--- src/rtl/seq_shift_add_mul.sv ---
// seq_shift_add_mul: sequential shift-and-add multiplier, WIDTH x WIDTH -> 2*WIDTH.
// A start/busy/done handshake drives a three-state FSM (IDLE, CALC, FIN).
// One adder is reused for WIDTH iterations, so a result takes WIDTH clocks.
// Optional macro SIGNED_MUL_EN: treat a, b and p as two's complement.
//   Operand magnitudes go through the unsigned core.
//   The product sign is re-applied on the completion edge.
//   Leave the macro undefined for the plain unsigned build.
// Handshake:
//   start is sampled only while busy is low, i.e. in IDLE or FIN.
//   A request seen in FIN is taken back to back with the one that just finished.
//   done is a one-cycle pulse. p is valid from that cycle and holds until
//   the next completion.
module seq_shift_add_mul #(
    parameter int WIDTH = 8,
    parameter int CNT_W = $clog2(WIDTH + 1)
) (
    input  logic                 clk,
    input  logic                 rst,
    input  logic                 start,
    input  logic [WIDTH-1:0]     a,
    input  logic [WIDTH-1:0]     b,
    output logic                 busy,
    output logic                 done,
    output logic [2*WIDTH-1:0]   p
);

    typedef enum logic [1:0] {
        IDLE = 2'd0,
        CALC = 2'd1,
        FIN  = 2'd2
    } state_t;

    state_t               state_q;
    // The lower half of the accumulator doubles as the multiplier shift register.
    // acc_q[0] is therefore the multiplier bit for the current iteration.
    // Bits are shifted out as product bits are shifted in.
    logic [2*WIDTH-1:0]   acc_q;
    logic [WIDTH-1:0]     mcand_q;
    logic [CNT_W-1:0]     cnt_q;
    logic                 busy_q;
    logic                 done_q;
    logic [2*WIDTH-1:0]   p_q;

    logic [WIDTH-1:0]     a_mag;
    logic [WIDTH-1:0]     b_mag;
    logic [WIDTH-1:0]     addend;
    logic [WIDTH:0]       sum;
    logic [2*WIDTH-1:0]   acc_d;
    logic [2*WIDTH-1:0]   p_d;
    logic                 last_iter;

`ifdef SIGNED_MUL_EN
    logic                 sign_q;
    logic                 sign_d;

    // Operand magnitudes: -2^(WIDTH-1) maps to 2^(WIDTH-1), which still fits unsigned.
    always_comb begin
        a_mag  = a[WIDTH-1] ? (~a + 1'b1) : a;
        b_mag  = b[WIDTH-1] ? (~b + 1'b1) : b;
        sign_d = a[WIDTH-1] ^ b[WIDTH-1];
    end
`else
    // Unsigned build: operands go straight into the core.
    always_comb begin
        a_mag = a;
        b_mag = b;
    end
`endif

    // One iteration: conditional add into the upper WIDTH+1 bits, then shift right by one.
    always_comb begin
        addend    = acc_q[0] ? mcand_q : {WIDTH{1'b0}};
        sum       = {1'b0, acc_q[2*WIDTH-1:WIDTH]} + {1'b0, addend};
        acc_d     = {sum, acc_q[WIDTH-1:1]};
        last_iter = (cnt_q == CNT_W'(WIDTH - 1));
`ifdef SIGNED_MUL_EN
        p_d       = sign_q ? (~acc_d + 1'b1) : acc_d;
`else
        p_d       = acc_d;
`endif
    end

    // Control FSM and datapath registers; reset discards any operation in flight.
    always_ff @(posedge clk or posedge rst) begin
        if (rst) begin
            state_q <= IDLE;
            acc_q   <= '0;
            mcand_q <= '0;
            cnt_q   <= '0;
            busy_q  <= 1'b0;
            done_q  <= 1'b0;
            p_q     <= '0;
`ifdef SIGNED_MUL_EN
            sign_q  <= 1'b0;
`endif
        end else begin
            case (state_q)
                IDLE, FIN: begin
                    done_q <= 1'b0;
                    if (start) begin
                        acc_q   <= {{WIDTH{1'b0}}, b_mag};
                        mcand_q <= a_mag;
                        cnt_q   <= '0;
                        busy_q  <= 1'b1;
                        state_q <= CALC;
`ifdef SIGNED_MUL_EN
                        sign_q  <= sign_d;
`endif
                    end else begin
                        state_q <= IDLE;
                    end
                end
                CALC: begin
                    acc_q <= acc_d;
                    cnt_q <= cnt_q + 1'b1;
                    if (last_iter) begin
                        p_q     <= p_d;
                        done_q  <= 1'b1;
                        busy_q  <= 1'b0;
                        state_q <= FIN;
                    end
                end
                default: begin
                    state_q <= IDLE;
                    busy_q  <= 1'b0;
                    done_q  <= 1'b0;
                end
            endcase
        end
    end

    assign busy = busy_q;
    assign done = done_q;
    assign p    = p_q;

endmodule

--- config.mk ---
export PLATFORM = sky130hd
export DESIGN_NAME = seq_shift_add_mul
export DESIGN_NICKNAME = d
export VERILOG_FILES = /design/src/rtl/seq_shift_add_mul.sv
export SDC_FILE = /design/constraint.sdc
export NUM_CORES = 1
export LEC_CHECK = 0
export BUFFER_PORTS_ARGS = -buffer_cell sky130_fd_sc_hd__buf_2
export CAP_MARGIN = 15
export CORE_MARGIN = 4
export CORE_UTILIZATION = 50
export DETAILED_ROUTE_END_ITERATION = 12
export GPL_TIMING_DRIVEN = 1
export PLACE_DENSITY = 0.72
export SYNTH_ARGS = -nofsm -noshare
export SYNTH_HDL_FRONTEND = slang
export SYNTH_SLANG_ARGS = --single-unit
--- constraint.sdc ---
create_clock -name clk -period 2.3 [get_ports clk]
set_input_delay 0.115 -clock clk [delete_from_list [all_inputs] [get_ports clk]]
set_output_delay 0.115 -clock clk [all_outputs]
set_load 0.01 [all_outputs]
Yosys cells after proc, flatten, opt, wreduce, memory -nomap -nowiden

Cells that the tools add are included.

Register bits: 48
Bits in latches: 0
Bits in writable memories: 0
ROM bits: 0
Input port bits: 19
Output and inout bits: 18
Word-level logic and storage cells: 34
Memories kept: 0

Add/subtract/negate cells: 2
Multipliers: 0
Divide/modulo/power cells: 0
Magnitude comparators: 0
Equality and inequality tests: 5
Shifts and indexed selects: 0
Muxes and demuxes: 13
Bitwise operators: 0
Reductions and logical operators: 7

Operators by type and width:

| operator              | count |
|---|---|
| $pmux W16 S2          | 1 |
| $mux W16              | 1 |
| $add A8 B8 Y9         | 1 |
| $mux W8               | 1 |
| $pmux W4 S2           | 1 |
| $reduce_and A2 Y1     | 4 |
| $mux W1               | 5 |
| $add A4 B1 Y4 const B | 1 |
| $eq A4 B3 Y1 const B  | 1 |
| $mux W4               | 1 |
| $ne A2 B2 Y1 const B  | 2 |
| $pmux W2 S2           | 1 |
| $eq A2 B1 Y1 const B  | 1 |
| $eq A2 B2 Y1 const B  | 1 |
| $logic_not A2 Y1      | 1 |
| $mux W2               | 1 |
| $pmux W1 S2           | 1 |
| $reduce_bool A2 Y1    | 1 |
| $reduce_or A2 Y1      | 1 |

Logic depth before layout (Yosys ltp)

Word-level depth: 4
Depth in mapped cells: 7
Mapped depth without buffers: 7

Worst setup path before layout

OpenSTA, ideal clock, no wires.

Kind: reg2reg
From: reg acc_q[0]
To: reg p_q[13], in the netlist p[13]
Setup time: 65 ps
Arrival time: 1990 ps
Data required time: 2235 ps
Setup slack: 245 ps
Stages on the path, launching flop included: 8
Buffers on the path: 0
Period minus slack after synthesis: 2055 ps
Cell sequence: dfrtp_1 > and2_1 > ha_1 > fa_1 > a211oi_1 > o21ai_1 > a211oi_1 > mux2_2

Cells in the longest elaborated chain, start to end: 2

Ends and longest elaborated chain:

| item                     | line | source |
|---|---|---|
| start: declaration       | 37   | `logic [2*WIDTH-1:0] acc_q;` |
| start signal: assignment | 101  | `acc_q <= {{WIDTH{1'b0}}, b_mag};` |
| $mux W8                  | 72   | `addend = acc_q[0] ? mcand_q : {WIDTH{1'b0}};` |
| $add A8 B8 Y9            | 73   | `sum = {1'b0, acc_q[2*WIDTH-1:WIDTH]} + {1'b0, addend};` |
| end signal: assignment   | 117  | `p_q <= p_d;` |
| end: declaration         | 42   | `logic [2*WIDTH-1:0] p_q;` |

No other way between the ends.
A chain may end at the register's enable or synchronous reset.

Final worst setup path

From: reg mcand_q[0]
To: reg p_q[13], in the netlist p[13]

Cells in the longest elaborated chain, start to end: 2

Ends and longest elaborated chain:

| item                     | line | source |
|---|---|---|
| start: declaration       | 38   | `logic [WIDTH-1:0] mcand_q;` |
| start signal: assignment | 102  | `mcand_q <= a_mag;` |
| $mux W8                  | 72   |  |
| $add A8 B8 Y9            | 73   |  |

No other way between the ends.

==> metrics.md <==
| Metric | Value |
|---|---|
| Synth unique cells | `39` |
| #FFs+latches synth | `47` |
| M2 GR Usage | `around a quarter` |
| Worst r2r dst | `p[13]` |
| VDD IR max | `0.6670 mV` |
| Util after Layout | `between 60% and 70%` |
| Clock sink total | `47` |
| DIE AREA | `5575 µm²` |
| Synth-to-layout area growth | `16.44%` |
| Post-synthesis cell count | `approximately 190` |
| Layout cells sized above 1 | `around 33%` |
| Clock Skews | `around 12 ps` |
| Port Buf Inserts | `36` |
| Register area | `roughly 1200 µm²` |
| Mux cell area share after synthesis | `about 12%` |
| Cts bufs inserted | `5` |
| Mapped Area | `about 2200 µm²` |
| Synth area leader | `dfrtp_1` |
| Mean number of vias per cell | `around 5.6` |
| Most used DFF post-synth | `dfrtp_1` |
| Post-Synth Adder-Cell Area | `under 10%` |
| Worst hold-check path type | `primary input to flip-flop` |
| Most common cell after layout, fill and taps aside | `dfrtp_1` |
| FF-to-FF setup slack | `130 ps` |
| Placer Congestion | `0.7895` |
| XOR/XNOR share of the synthesized area | `about 1.2%` |
| Htree depth | `2` |
| Die width | `approximately 75 µm` |
| Worst setup endpoint | `p[13]` |
| M1 GR Usage | `between 20% and 30%` |
| RSZ-0062 raised after global routing | `false` |
| Cell row count | `23` |
| Pwr Density | `between 1000 and 1500 nW/µm²` |
| Worst setup EP type | `flip-flop` |
| Post-Synthesis Net Count | `roughly 210` |
| Setup bufs post-CTS | `0` |
| N_diodes | `0` |
| Syn Area/Cell | `about 12 µm²` |
| Min Tclk post-route | `2167 ps` |
| Power Total | `roughly 3.7 mW` |
| Critical path's slowest cell | `fa_1` |
| Root Buffer | `clkbuf_8` |
| Reg2Reg Launch Point | `mcand_q[0]` |
| Startpoint Class | `flip-flop` |
| DRC errors left | `0` |
| Cell family with most CP delay | `compound AO/OA/AOI/OAI gates` |
| Gr busiest metal | `met2` |
| Starting DRT DRC Count | `35` |
| Top cells by area, synth | `dfrtp_1, mux2_2, ha_1` |
| WP data required | `about 2500 ps` |
| Initial antenna violation count | `0` |
| Relative slew slack | `69.01%` |
| Filler Cells Inserted | `~350` |
| Post-placement worst setup slack | `between 40 and 50 ps` |
| Critical-path cell list | `and2_1 > ha_1 > fa_1 > a211oi_2 > o21ai_1 > a211oi_1 > mux2_2` |
| Routed via count | `1,547` |
| Core area | `4144 µm²` |
| CTS tree | `done` |
| Most frequent cells in the layout | `dfrtp_1, buf_2, nand2_1, mux2_2, and2_1` |
| Multi-input logic area | `about 1000 µm²` |
| Hpwl dp | `between 3000 and 4000 µm` |
| Total gr overflow | `0` |
| GRT Total Usage | `between 15 and 20%` |
| Synth Area in Compound Gates | `between 10% and 20%` |
| Initial Util | `approximately 54%` |
| Final Net Count | `roughly 260` |
| Post-synth ARST share | `100.0%` |
| Insertion delay of the later-clocked pin in the worst-skew pair | `310 ps` |
| # IOs | `37` |
| Final slew viol count | `0` |
| Max_cap viols | `0` |
| Met3 Resource Use GR | `under 10%` |
| Synth Area in Simple Gates | `between 10 and 15%` |
| Final Worst Setup Slack | `133.2 ps` |
| Worst reg2reg path depth | `7` |
| Post-route ant nets | `0` |
| Final Setup Violations | `0` |
| Main combinational cell family by area after synthesis | `compound AO/OA/AOI/OAI gates` |
| Crit path buffers/inverters | `0` |
| WP data arrival | `2410 ps` |
| Highest clock rate | `between 400 and 500 MHz` |
| Top-area cell type share of the netlist area | `a little over half` |
| Post-synth EDFFs | `0` |
| CP Max Fanout | `3` |
| Max incr delay on CP | `around 440 ps` |
| Part of the cycle the worst path needs | `94.21%` |
| Routed WL | `about 4300 µm` |
| Hold Fails Final Rpt | `0` |
| Part of the Yosys area used for sequential elements | `52.93%` |
| Leakage | `between 1 and 1.5 nW` |
| Largest net degree at the start of global routing | `30` |
| WS Path Type | `flip-flop to flip-flop` |
| CP Depth | `7` |
| Clk buf depth | `2` |
| Vias in the first global route | `1,569` |
| Die Ht | `between 70 and 80 µm` |
| Slew @ Worst Pin | `463.7 ps` |
| Avg WL per Cell | `around 15 µm` |
| First-pass GRT wire length | `between 7000 and 8000 µm` |
| Detailed Routing Iterations Pass 1 | `4` |
| Yosys warns | `0` |
| Final setup TNS | `0 ps` |
| Critical Path Source | `mcand_q[0]` |
| Status | `complete, no violations` |
| Clock-pin slew on the worst setup and hold paths | `approximately 100 ps` |
[synthesized netlist by cell type (2+ instances only)]
cell      count
dfrtp_1      47
nand2_1      20
mux2_2       15
and2_1       10
a22oi_1       9
ha_1          9
o21ai_0       7
a22o_1        6
mux2_4        6
a21o_1        4
a21oi_1       4
buf_2         4
nor2_1        4
o31ai_1       4
a211oi_1      3
nor3_1        3
o21a_1        3
inv_1         2
nand3_1       2
nand3b_1      2
o21ai_1       2
xnor2_1       2
[state kept, by name (all words and copies together), names as in the netlist]
name and flops:
acc_q 16, busy 1, cnt_q 4, done 1, mcand_q 8, p 16
state_q 1
[power breakdown]
part / switching (mW) / internal, mW / total (mW)
combinational: 0.860 / 0.829 / 1.69
clock: 0.283 / 0.324 / 0.607
sequential: 0.220 / 1.20 / 1.42
total: 1.36 / 2.36 / 3.72
[worst min-delay path, cell delays in order]
cell and delay, ps:
buf_2 80, a22oi_1 50, nand2_1 50
[cell type report]
class,count,share of cell area (%)
tap,50,2.418
multi-input combinational,129,38.83
clock buffer,5,2.660
timing repair buffer,41,8.511
inverter,3,0.4352
sequential,47,45.45
clock inverter,3,1.692
[how the worst min path moves through the flow]
| stage | start | to | cells after the start |
|---|---|---|---|
| after floorplan | b[0] | acc_q[0] | 2 |
| after global placement | rst | acc_q[6] | 2 |
| after detailed placement | rst | acc_q[6] | 2 |
| after CTS | b[4] | acc_q[4] | 3 |
| after global routing | b[6] | acc_q[6] | 3 |
| final | b[4] | acc_q[4] | 3 |
[per-layer routing]
| metal | share of wire [%] | vias to the layer above |
|---|---|---|
| met5 | 0 | - |
| met4 | 1.2 | 0 |
| met3 | 4.7 | 6 |
| met2 | 46 | 31 |
| met1 | 48 | 757 |
| li1 | - | 753 |
[per-stage QoR]
| stage | hold WS [ps] | cells | cell area [µm²] |
|---|---|---|---|
| floorplan | 243.1 | 185 | 2222 |
| global placement | 117.8 | 269 | 2460 |
| detailed placement | 124.8 | 269 | 2460 |
| CTS | 7.167 | 278 | 2582 |
| global route | 34.28 | 278 | 2587 |
| finish | 17.46 | 278 | 2587 |
[what timing repair did]
item / in CTS / in global routing
endpoints found under the setup margin: 0 / 2
hold buffers: 1 / 0
gates resized for setup: 0 / 1
hold endpoints to repair: 18 / 0
[cells by family after synthesis]
logic type,Yosys count
AOI/OAI and AO/OA,46
and+or+nand+nor,48
buffers and inverters,9
xor gates and xnor gates,3
adders and majority gates,10
DFF,47
muxes,22
No activity file was read; power rests on OpenSTA's default activity.
